==> src/rtl/uart_pkg.sv <==
// Shared types for the UART receiver with receive FIFO.
// Holds the FSM enum, the parity mode and the entry layout.
package uart_pkg;

  localparam int MAX_DATA_BITS = 9;

  typedef enum logic [1:0] {
    PAR_NONE     = 2'd0,
    PAR_ODD      = 2'd1,
    PAR_EVEN     = 2'd2,
    PAR_NONE_ALT = 2'd3
  } parity_mode_e;

  typedef enum logic [2:0] {
    S_IDLE,
    S_START,
    S_DATA,
    S_PARITY,
    S_STOP1,
    S_STOP2,
    S_BREAK_WAIT
  } rx_state_e;

  typedef struct packed {
    logic                     break_det;
    logic                     frame_err;
    logic                     parity_err;
    logic [MAX_DATA_BITS-1:0] data;
  } rx_entry_t;

  function automatic logic maj3(
    input logic a,
    input logic b,
    input logic c
  );
    return (a & b) | (a & c) | (b & c);
  endfunction

endpackage

==> src/rtl/sync_fifo.sv <==
// Single-clock FIFO with drop-on-full and a zeroed empty head.
// Push while full is accepted only if a pop frees the slot.
module sync_fifo #(
  parameter int WIDTH = 8,
  parameter int DEPTH = 4
) (
  input  logic                   clk,
  input  logic                   reset_n,
  input  logic                   i_push,
  input  logic [WIDTH-1:0]       i_wdata,
  input  logic                   i_rd_ready,
  output logic [WIDTH-1:0]       o_rdata,
  output logic [$clog2(DEPTH):0] o_count,
  output logic                   o_drop
);

  localparam int AW  = $clog2(DEPTH);
  localparam int AW1 = AW + 1;
  localparam logic [AW:0] L_FULL = AW1'(DEPTH);

  logic [WIDTH-1:0] r_mem [DEPTH];
  logic [AW-1:0]    r_wptr;
  logic [AW-1:0]    r_rptr;
  logic [AW:0]      r_count;
  logic             w_empty;
  logic             w_full;
  logic             w_pop;
  logic             w_wr;

  assign w_empty = (r_count == '0);
  assign w_full  = (r_count == L_FULL);
  assign w_pop   = i_rd_ready && !w_empty;
  assign w_wr    = i_push && (!w_full || w_pop);
  assign o_drop  = i_push && w_full && !w_pop;
  assign o_count = r_count;
  assign o_rdata = w_empty ? '0 : r_mem[r_rptr];

  // Storage write; contents are masked by the count when empty.
  always_ff @(posedge clk) begin
    if (w_wr) r_mem[r_wptr] <= i_wdata;
  end

  // Pointer and occupancy bookkeeping.
  always_ff @(posedge clk or negedge reset_n) begin
    if (!reset_n) begin
      r_wptr  <= '0;
      r_rptr  <= '0;
      r_count <= '0;
    end else begin
      if (w_wr)  r_wptr <= r_wptr + 1'b1;
      if (w_pop) r_rptr <= r_rptr + 1'b1;
      case ({w_wr, w_pop})
        2'b10:   r_count <= r_count + 1'b1;
        2'b01:   r_count <= r_count - 1'b1;
        default: ;
      endcase
    end
  end

endmodule

==> src/rtl/uart_rx_fifo.sv <==
// Oversampled UART receiver feeding a small receive FIFO.
// Majority-voted bits, parity/frame/break flags per entry.
module uart_rx_fifo
  import uart_pkg::*;
#(
  parameter int DATA_BITS  = 8,
  parameter int OVS_FACTOR = 16,
  parameter int FIFO_DEPTH = 4
) (
  input  logic                        clk,
  input  logic                        reset_n,
  input  logic                        tick_ovs,
  input  logic                        rx_pin,
  input  logic [1:0]                  parity_mode,
  input  logic                        two_stop,
  input  logic                        rx_ready,
  input  logic                        clear_overrun,
  output logic [DATA_BITS-1:0]        rx_data,
  output logic                        rx_valid,
  output logic                        parity_err,
  output logic                        frame_err,
  output logic                        break_det,
  output logic                        overrun,
  output logic [$clog2(FIFO_DEPTH):0] fifo_count
);

  localparam int CW = $clog2(OVS_FACTOR);
  localparam int EW = $bits(rx_entry_t);
  localparam logic [CW-1:0] L_MIDM = CW'(OVS_FACTOR / 2 - 1);
  localparam logic [CW-1:0] L_MID  = CW'(OVS_FACTOR / 2);
  localparam logic [CW-1:0] L_MIDP = CW'(OVS_FACTOR / 2 + 1);
  localparam logic [CW-1:0] L_LAST = CW'(OVS_FACTOR - 1);
  localparam logic [3:0]    L_LBIT = 4'(DATA_BITS - 1);

  if (OVS_FACTOR < 8 ||
      (OVS_FACTOR & (OVS_FACTOR - 1)) != 0) begin : g_bad_ovs
    $fatal(1, "OVS_FACTOR must be a power of 2 >= 8");
  end
  if (DATA_BITS < 5 || DATA_BITS > 9) begin : g_bad_bits
    $fatal(1, "DATA_BITS must be 5..9");
  end
  if (FIFO_DEPTH < 2 ||
      (FIFO_DEPTH & (FIFO_DEPTH - 1)) != 0) begin : g_bad_depth
    $fatal(1, "FIFO_DEPTH must be a power of 2 >= 2");
  end

  logic [1:0]           r_sync;
  rx_state_e            r_state;
  logic [CW-1:0]        r_ovs;
  logic [3:0]           r_bitcnt;
  logic [DATA_BITS-1:0] r_shift;
  logic                 r_s0;
  logic                 r_s1;
  parity_mode_e         r_pmode;
  logic                 r_two;
  logic                 r_perr;
  logic                 r_ferr;
  logic                 r_brk;
  logic                 r_ovr;
  logic                 w_rx;
  logic                 w_vote;
  logic                 w_par_en;
  logic                 w_vpt;
  logic                 w_last;
  logic                 w_push;
  logic                 w_drop;
  logic                 w_unused;
  rx_entry_t            w_entry;
  rx_entry_t            w_head;

  // Two-flop synchroniser, idles high.
  always_ff @(posedge clk or negedge reset_n) begin
    if (!reset_n) r_sync <= 2'b11;
    else          r_sync <= {r_sync[0], rx_pin};
  end

  assign w_rx     = r_sync[1];
  assign w_vote   = maj3(r_s0, r_s1, w_rx);
  assign w_par_en = (r_pmode == PAR_ODD) ||
                    (r_pmode == PAR_EVEN);
  assign w_vpt    = (r_ovs == L_MIDP);
  assign w_last   = (r_ovs == L_LAST);
  assign w_push   = tick_ovs && w_vpt &&
                    ((r_state == S_STOP1 && !r_two) ||
                     r_state == S_STOP2);

  // Entry assembled with the final stop vote folded in.
  always_comb begin
    w_entry                      = '0;
    w_entry.break_det            = r_brk & ~w_vote;
    w_entry.frame_err            = r_ferr | ~w_vote;
    w_entry.parity_err           = r_perr;
    w_entry.data[DATA_BITS-1:0]  = r_shift;
  end

  // Frame FSM, advancing only on oversample ticks.
  always_ff @(posedge clk or negedge reset_n) begin
    if (!reset_n) begin
      r_state  <= S_IDLE;
      r_ovs    <= '0;
      r_bitcnt <= '0;
      r_shift  <= '0;
      r_s0     <= 1'b0;
      r_s1     <= 1'b0;
      r_pmode  <= PAR_NONE;
      r_two    <= 1'b0;
      r_perr   <= 1'b0;
      r_ferr   <= 1'b0;
      r_brk    <= 1'b0;
    end else if (tick_ovs) begin
      r_ovs <= r_ovs + 1'b1;
      if (r_ovs == L_MIDM) r_s0 <= w_rx;
      if (r_ovs == L_MID)  r_s1 <= w_rx;
      case (r_state)
        S_IDLE: begin
          r_ovs <= '0;
          if (!w_rx) begin
            r_state  <= S_START;
            r_pmode  <= parity_mode_e'(parity_mode);
            r_two    <= two_stop;
            r_bitcnt <= '0;
            r_perr   <= 1'b0;
            r_ferr   <= 1'b0;
            r_brk    <= 1'b1;
          end
        end
        S_START: begin
          if (w_vpt && w_vote) r_state <= S_IDLE;
          else if (w_last)     r_state <= S_DATA;
        end
        S_DATA: begin
          if (w_vpt) begin
            r_shift <= {w_vote, r_shift[DATA_BITS-1:1]};
            if (w_vote) r_brk <= 1'b0;
          end
          if (w_last) begin
            r_bitcnt <= r_bitcnt + 1'b1;
            if (r_bitcnt == L_LBIT) begin
              r_bitcnt <= '0;
              r_state  <= w_par_en ? S_PARITY : S_STOP1;
            end
          end
        end
        S_PARITY: begin
          if (w_vpt) begin
            if (r_pmode == PAR_EVEN) r_perr <= ^r_shift ^ w_vote;
            else                     r_perr <= ~(^r_shift ^ w_vote);
            if (w_vote) r_brk <= 1'b0;
          end
          if (w_last) r_state <= S_STOP1;
        end
        S_STOP1: begin
          if (w_vpt) begin
            if (!w_vote) r_ferr <= 1'b1;
            else         r_brk  <= 1'b0;
            if (!r_two)
              r_state <= w_entry.break_det ? S_BREAK_WAIT : S_IDLE;
          end else if (w_last) begin
            r_state <= S_STOP2;
          end
        end
        S_STOP2: begin
          if (w_vpt)
            r_state <= w_entry.break_det ? S_BREAK_WAIT : S_IDLE;
        end
        S_BREAK_WAIT: begin
          r_ovs <= '0;
          if (w_rx) r_state <= S_IDLE;
        end
        default: r_state <= S_IDLE;
      endcase
    end
  end

  sync_fifo #(
    .WIDTH (EW),
    .DEPTH (FIFO_DEPTH)
  ) u_fifo (
    .clk        (clk),
    .reset_n    (reset_n),
    .i_push     (w_push),
    .i_wdata    (w_entry),
    .i_rd_ready (rx_ready),
    .o_rdata    (w_head),
    .o_count    (fifo_count),
    .o_drop     (w_drop)
  );

  // Sticky overrun; a drop in the clearing cycle wins.
  always_ff @(posedge clk or negedge reset_n) begin
    if (!reset_n)           r_ovr <= 1'b0;
    else if (w_drop)        r_ovr <= 1'b1;
    else if (clear_overrun) r_ovr <= 1'b0;
  end

  assign rx_valid   = (fifo_count != '0);
  assign rx_data    = w_head.data[DATA_BITS-1:0];
  assign parity_err = w_head.parity_err;
  assign frame_err  = w_head.frame_err;
  assign break_det  = w_head.break_det;
  assign overrun    = r_ovr;
  assign w_unused   = ^w_head.data;

endmodule

==> config.mk <==
export PLATFORM = sky130hd
export DESIGN_NAME = uart_rx_fifo
export DESIGN_NICKNAME = d
export VERILOG_FILES = /design/src/rtl/uart_pkg.sv /design/src/rtl/sync_fifo.sv /design/src/rtl/uart_rx_fifo.sv
export SDC_FILE = /design/constraint.sdc
export NUM_CORES = 1
export LEC_CHECK = 0
export CAP_MARGIN = 10
export CORE_MARGIN = 4
export CORE_UTILIZATION = 59
export CTS_CLUSTER_DIAMETER = 30
export CTS_CLUSTER_SIZE = 30
export DETAILED_ROUTE_END_ITERATION = 6
export GPL_TIMING_DRIVEN = 0
export PLACE_DENSITY = 0.79
export SETUP_SLACK_MARGIN = 0.2
export SLEW_MARGIN = 20
export SYNTH_ARGS = -nofsm -noshare
export SYNTH_HDL_FRONTEND = slang
export SYNTH_HIERARCHICAL = 1
export SYNTH_SLANG_ARGS = --single-unit
==> constraint.sdc <==
create_clock -name clk -period 3.4 [get_ports clk]
set_clock_uncertainty 0.2 [all_clocks]
set_input_delay 0.85 -clock clk [delete_from_list [all_inputs] [get_ports clk]]
set_output_delay 0.85 -clock clk [all_outputs]
set_load 0.02 [all_outputs]
# ---- Yosys cells after proc, flatten, opt, wreduce, memory -nomap -nowiden
# Memories as Yosys holds them, arrays and structs flattened.
# Cells that the tools add are included.
dict set report totals {
  ff_bits 37
  ram_bits 44
  out_inout_bits 16
  memories 1
}
dict set report classes {
  n_addsub 6
  eq_ne 30
  n_mux 36
  bitwise 11
  reduce_logical 36
}
# memory depth word_bits rd rd_ports_with_merged_regs wr line
set memory_table {}
lappend memory_table {u_fifo.r_mem 4 11 1 0 1 sync_fifo.sv:21} ;# logic [WIDTH-1:0] r_mem [DEPTH];
# op n
set ops {}
lappend ops {{3-bit 2-to-1 mux} 13}
lappend ops {{3-bit one-hot mux with 7 select lines} 1}
lappend ops {{2-bit inequality test (second input constant)} 9}
lappend ops {{4-bit 2-to-1 mux} 4}
lappend ops {{3-bit equality test (second input constant)} 4}
lappend ops {{4-bit equality test (second input constant)} 3}
lappend ops {{1-bit 2-to-1 mux} 12}
lappend ops {{12-bit 2-to-1 mux} 1}
lappend ops {{2-bit nonzero test} 6}
lappend ops {{10-bit AND reduction} 1}
lappend ops {{5-bit AND reduction} 2}
lappend ops {{3-bit inequality test (second input constant)} 3}
lappend ops {{4-bit by 1-bit adder with 4-bit output (second input constant)} 2}
lappend ops {{4-bit by 3-bit equality test with 1-bit output (second input constant)} 2}
lappend ops {{1-bit logical AND} 8}
lappend ops {{4-bit one-hot mux with 2 select lines} 1}
lappend ops {{4-bit AND reduction} 2}
lappend ops {{8-bit parity} 1}
lappend ops {{3-bit by 2-bit equality test with 1-bit output (second input constant)} 2}
lappend ops {{3-bit logical NOT} 2}
lappend ops {{1-bit one-hot mux with 2 select lines} 3}
lappend ops {{3-bit one-hot mux with 2 select lines} 1}
lappend ops {{3-bit AND reduction} 2}
lappend ops {{2-bit by 1-bit adder with 2-bit output (second input constant)} 2}
lappend ops {{other kinds (16)} 32}

# ---- Depth between registers and ports, before layout
dict set report depth {
  ltp_word 9
  ltp_mapped 14
  depth_no_buf 13
}

# ---- Cells and area by module
# Netlist, hierarchy kept.
# module instances cells_per_inst area_per_inst_um2 seq_area_each_um2
set by_module_without_submodules {}
lappend by_module_without_submodules {sync_fifo 1 115 2267.2 1616.6}
lappend by_module_without_submodules {uart_rx_fifo 1 160 1642.8 753.2}

# ---- Worst setup path after synthesis
# No wires, ideal clock.
dict set report synth_timing {
  path_type {input port to flip-flop}
  startpoint {in tick_ovs}
  endpoint {reg u_fifo.r_count[2] (netlist: u_fifo/o_count[2])}
  arrival_ps 2338
  path_slack_ps 729
  cell_stages 11
  path_buffers 1
  cell_sequence {clkbuf_1 -> nand2_1 -> nor2_1 -> nor2b_2 -> inv_1 -> ha_1 -> inv_1 -> fa_1 -> xor2_1 -> nor2_1 -> xor2_1}
}
dict set report synth_between {
  elab_chain_len 5
  elab_cells_between_ends 7
}
# item line
set synth_lines {}
lappend synth_lines {{from (decl)} uart_rx_fifo.sv:12} ;# input logic tick_ovs,
lappend synth_lines {{1-bit logical AND * (2 in series)} uart_rx_fifo.sv:83} ;# assign w_push = tick_ovs && w_vpt &&
lappend synth_lines {{net w_push} uart_rx_fifo.sv:65} ;# logic w_push;
lappend synth_lines {{1-bit logical AND *} sync_fifo.sv:33} ;# assign w_wr = i_push && (!w_full || w_pop);
lappend synth_lines {{2-bit by 1-bit equality test with 1-bit output / 2-bit equality test (equally long branches)} sync_fifo.sv:52} ;# case ({w_wr, w_pop})
lappend synth_lines {{3-bit one-hot mux with 2 select lines / 2-bit nonzero test (equally long branches)} -}
lappend synth_lines {{to (signal assigned)} sync_fifo.sv:53} ;# 2'b10: r_count <= r_count + 1'b1;
lappend synth_lines {{to (signal assigned)} sync_fifo.sv:54} ;# 2'b01: r_count <= r_count - 1'b1;
lappend synth_lines {{to (decl)} sync_fifo.sv:24} ;# logic [AW:0] r_count;
# Mark *: on every way through the listed nets, which the timed path passes. The rest lies on a longest branch.
# A chain may end at the register's enable or synchronous reset.

# ---- Final worst setup path
dict set report layout_timing {
  startpoint {reg u_fifo.r_rptr[1]}
  endpoint {out rx_data[2]}
}
dict set report layout_between {
  elab_chain_len 2
}
# item line
set layout_lines {}
lappend layout_lines {{from (decl)} sync_fifo.sv:23} ;# logic [AW-1:0] r_rptr;
lappend layout_lines {{from (signal assigned)} sync_fifo.sv:51} ;# if (w_pop) r_rptr <= r_rptr + 1'b1;
lappend layout_lines {{memory 4 x 11 bit} -}
lappend layout_lines {{12-bit 2-to-1 mux} sync_fifo.sv:36} ;# assign o_rdata = w_empty ? '0 : r_mem[r_rptr];
lappend layout_lines {{to (decl)} uart_rx_fifo.sv:18} ;# output logic [DATA_BITS-1:0] rx_data,
# Every way passes these cells.

==> impl_metrics.ini <==
[clock_network]
ctsHtreeMaxLevel = 3
cts_tree = yes
cts_sinks = 81
cts.reportedPaths.clkPinSlew_ns = 0.07
cts_made_buffers = 9
cts_root_buffer = clkbuf_8
postCtsSetupRepairBufs = 0
max-clock-path-buffers = 2
clkLatencyLatePin_ns = 0.35
hold_buffers = 0

[synthesis]
syn_area_sq_um = 3760
postSynthAreaPerCell_sq_um = 14.0
ys_warn_count = 6
synthCells = 268
synth_fp_nets = 288

[worst_hold_path]
min-delay-start = r_sync[0]
hp-class = register to register

[floorplanning]
fp.dieW_microns = 87.8
rows = 28
die_area_sq_um = 7710
ioPinCount = 25
core-area_sq_um = 6060
start_util = 0.620
die_y_microns = 87.8

[placed_design]
placed_cell_area_sq_um = 4110
preCtsSetupSlack_ns = -0.277
place_congestion = 0.836
hpwl_microns = 4320
port_buffers = 24

[global_routing]
grt_pass1_wl_microns = 10500
first_global_vias = 2054
globalRouteTotalUtil = 0.184
antenna_found_initial = 0
grt_max_degree = 25
grt.overflow.total = 0

[timing]
tns_ns = 0
fin_hold_ws_ns = 0.157
worst_slew_pin_slew_ns = 0.575
fin_crit_sh = 0.904
timing.final.ws_setup_ns = 0.327
final_hold_viol_count = 0
fmax_mhz = 325
drv_slew = 0
rsz0062_at_grt = no
maxSlewHeadroom = 0.617
min_period_ns = 3.07
setup_viol = 0

[worst_setup_path]
startpoint = u_fifo/r_rptr[1]
worstSetupStartpointType = register
crit_path_max_fanout = 9
worst-path-buf-inv = 2
crit_type = register to output pin
path_delay_family = buffers and inverters
r2r-start = r_ovs[1]
crit_path_max_incr_delay_ns = 0.53
crit_required_ns = 2.35
slowest_stage = clkdlybuf4s50_1
path_cells = clkbuf_4, mux4_2, nor2b_1, clkdlybuf4s50_1
cp-end-kind = output pin
worstPathArrival_ns = 2.02

[power]
finalPower_w = 0.00332
p_leak_nw = 1.70
power_density_nw_per_um2 = 764
vdd_ir_drop_max_mv = 0.545

[drt]
dr.pass1.iters = 4
drc = 0
vias = 2124
first_iter_violations = 52
wl_microns = 6060
drtAntennaViolNets = 0
vias_per_cell = 5.53
wl_per_cell_microns = 15.8

[final_layout]
final_nets = 324
fin_area_sq_um = 4350
area_delta_synth_final_pct = 15.7
drive_gt1_frac = 0.194
n_antenna_cell = 0

[job]
drv_cap = 0

[run_status]
status = finished, final reports clean
## per-stage QoR
stage / std cells / util
2_1_floorplan: 268 / -
5_1_grt: 384 / 0.717
4_1_cts: 384 / 0.714
3_5_place_dp: 368 / 0.678
3_3_place_gp: 367 / 0.675
6_report: 384 / 0.717
## state kept, by name, summed over array words and instances, names as in the netlist
name and count:
u_fifo/r_mem 44, r_shift 8, r_bitcnt 4, r_ovs 4, r_state 3, u_fifo/o_count 3, r_pmode 2, r_sync 2
u_fifo/r_rptr 2, u_fifo/r_wptr 2, overrun 1, r_brk 1, r_ferr 1, r_perr 1, r_s0 1, r_s1 1
r_two 1
## cell type report
| type | count | area [sq um] |
|---|---|---|
| flip-flops and latches | 81 | 2250 |
| fillers | 399 | 1710 |
| multi-input cells | 164 | 1410 |
| repair buffers | 25 | 250 |
| clock buffers | 11 | 141 |
| well taps | 75 | 93.8 |
| plain buffers | 11 | 81.3 |
| clock inverters | 5 | 78.8 |
| inverters | 12 | 45.0 |
## cells in the final DEF, fill, tap and decap left out, types with 7 or more instances in the layout
cell and instances:
clkdlybuf4s50_1 16, inv_1 12, edfxtp_1 44, o21ai_0 12, mux4_2 11, clkbuf_8 10, nor2b_1 16, xnor2_1 8
dfrtp_1 35, mux2_2 15, nand2_1 15, xor2_1 7, ha_1 10
## path summary, 6_finish.rpt
kind,to,depth (start not counted),slack (ns)
max,rx_data[2],4,0.33
min,r_sync[1],0,0.16
max reg2reg,u_fifo/o_count[1],12,0.52
min reg2reg,r_sync[1],0,0.16
max in group asynchronous,r_sync[1],2,2.30
min in group asynchronous,r_bitcnt[0],1,0.19
## timing repair
item / 4_1_cts / 5_1_grt
pin swaps: 0 / 0
gates resized for setup: 8 / 7
setup endpoints to repair: 33 / 5
endpoints found under the hold margin: 0 / 0
## routing by layer
| layer | part of all wire | vias up | global-route usage | wire length (microns) |
|---|---|---|---|---|
| li1 | - | 1039 | - | - |
| met3 | 0.040 | 12 | 0.0452 | 244 |
| met1 | 0.43 | 1027 | 0.236 | 2610 |
| met4 | 0.018 | 0 | 0.0711 | 108 |
| met2 | 0.51 | 46 | 0.306 | 3100 |
| met5 | 0 | - | 0 | 0 |
## report_power, final
part,switching [W],internal [W]
combinational,0.000653,0.000625
clock,0.000323,0.000432
sequential,0.000122,0.00116
Power figures use the tool's default switching activity.
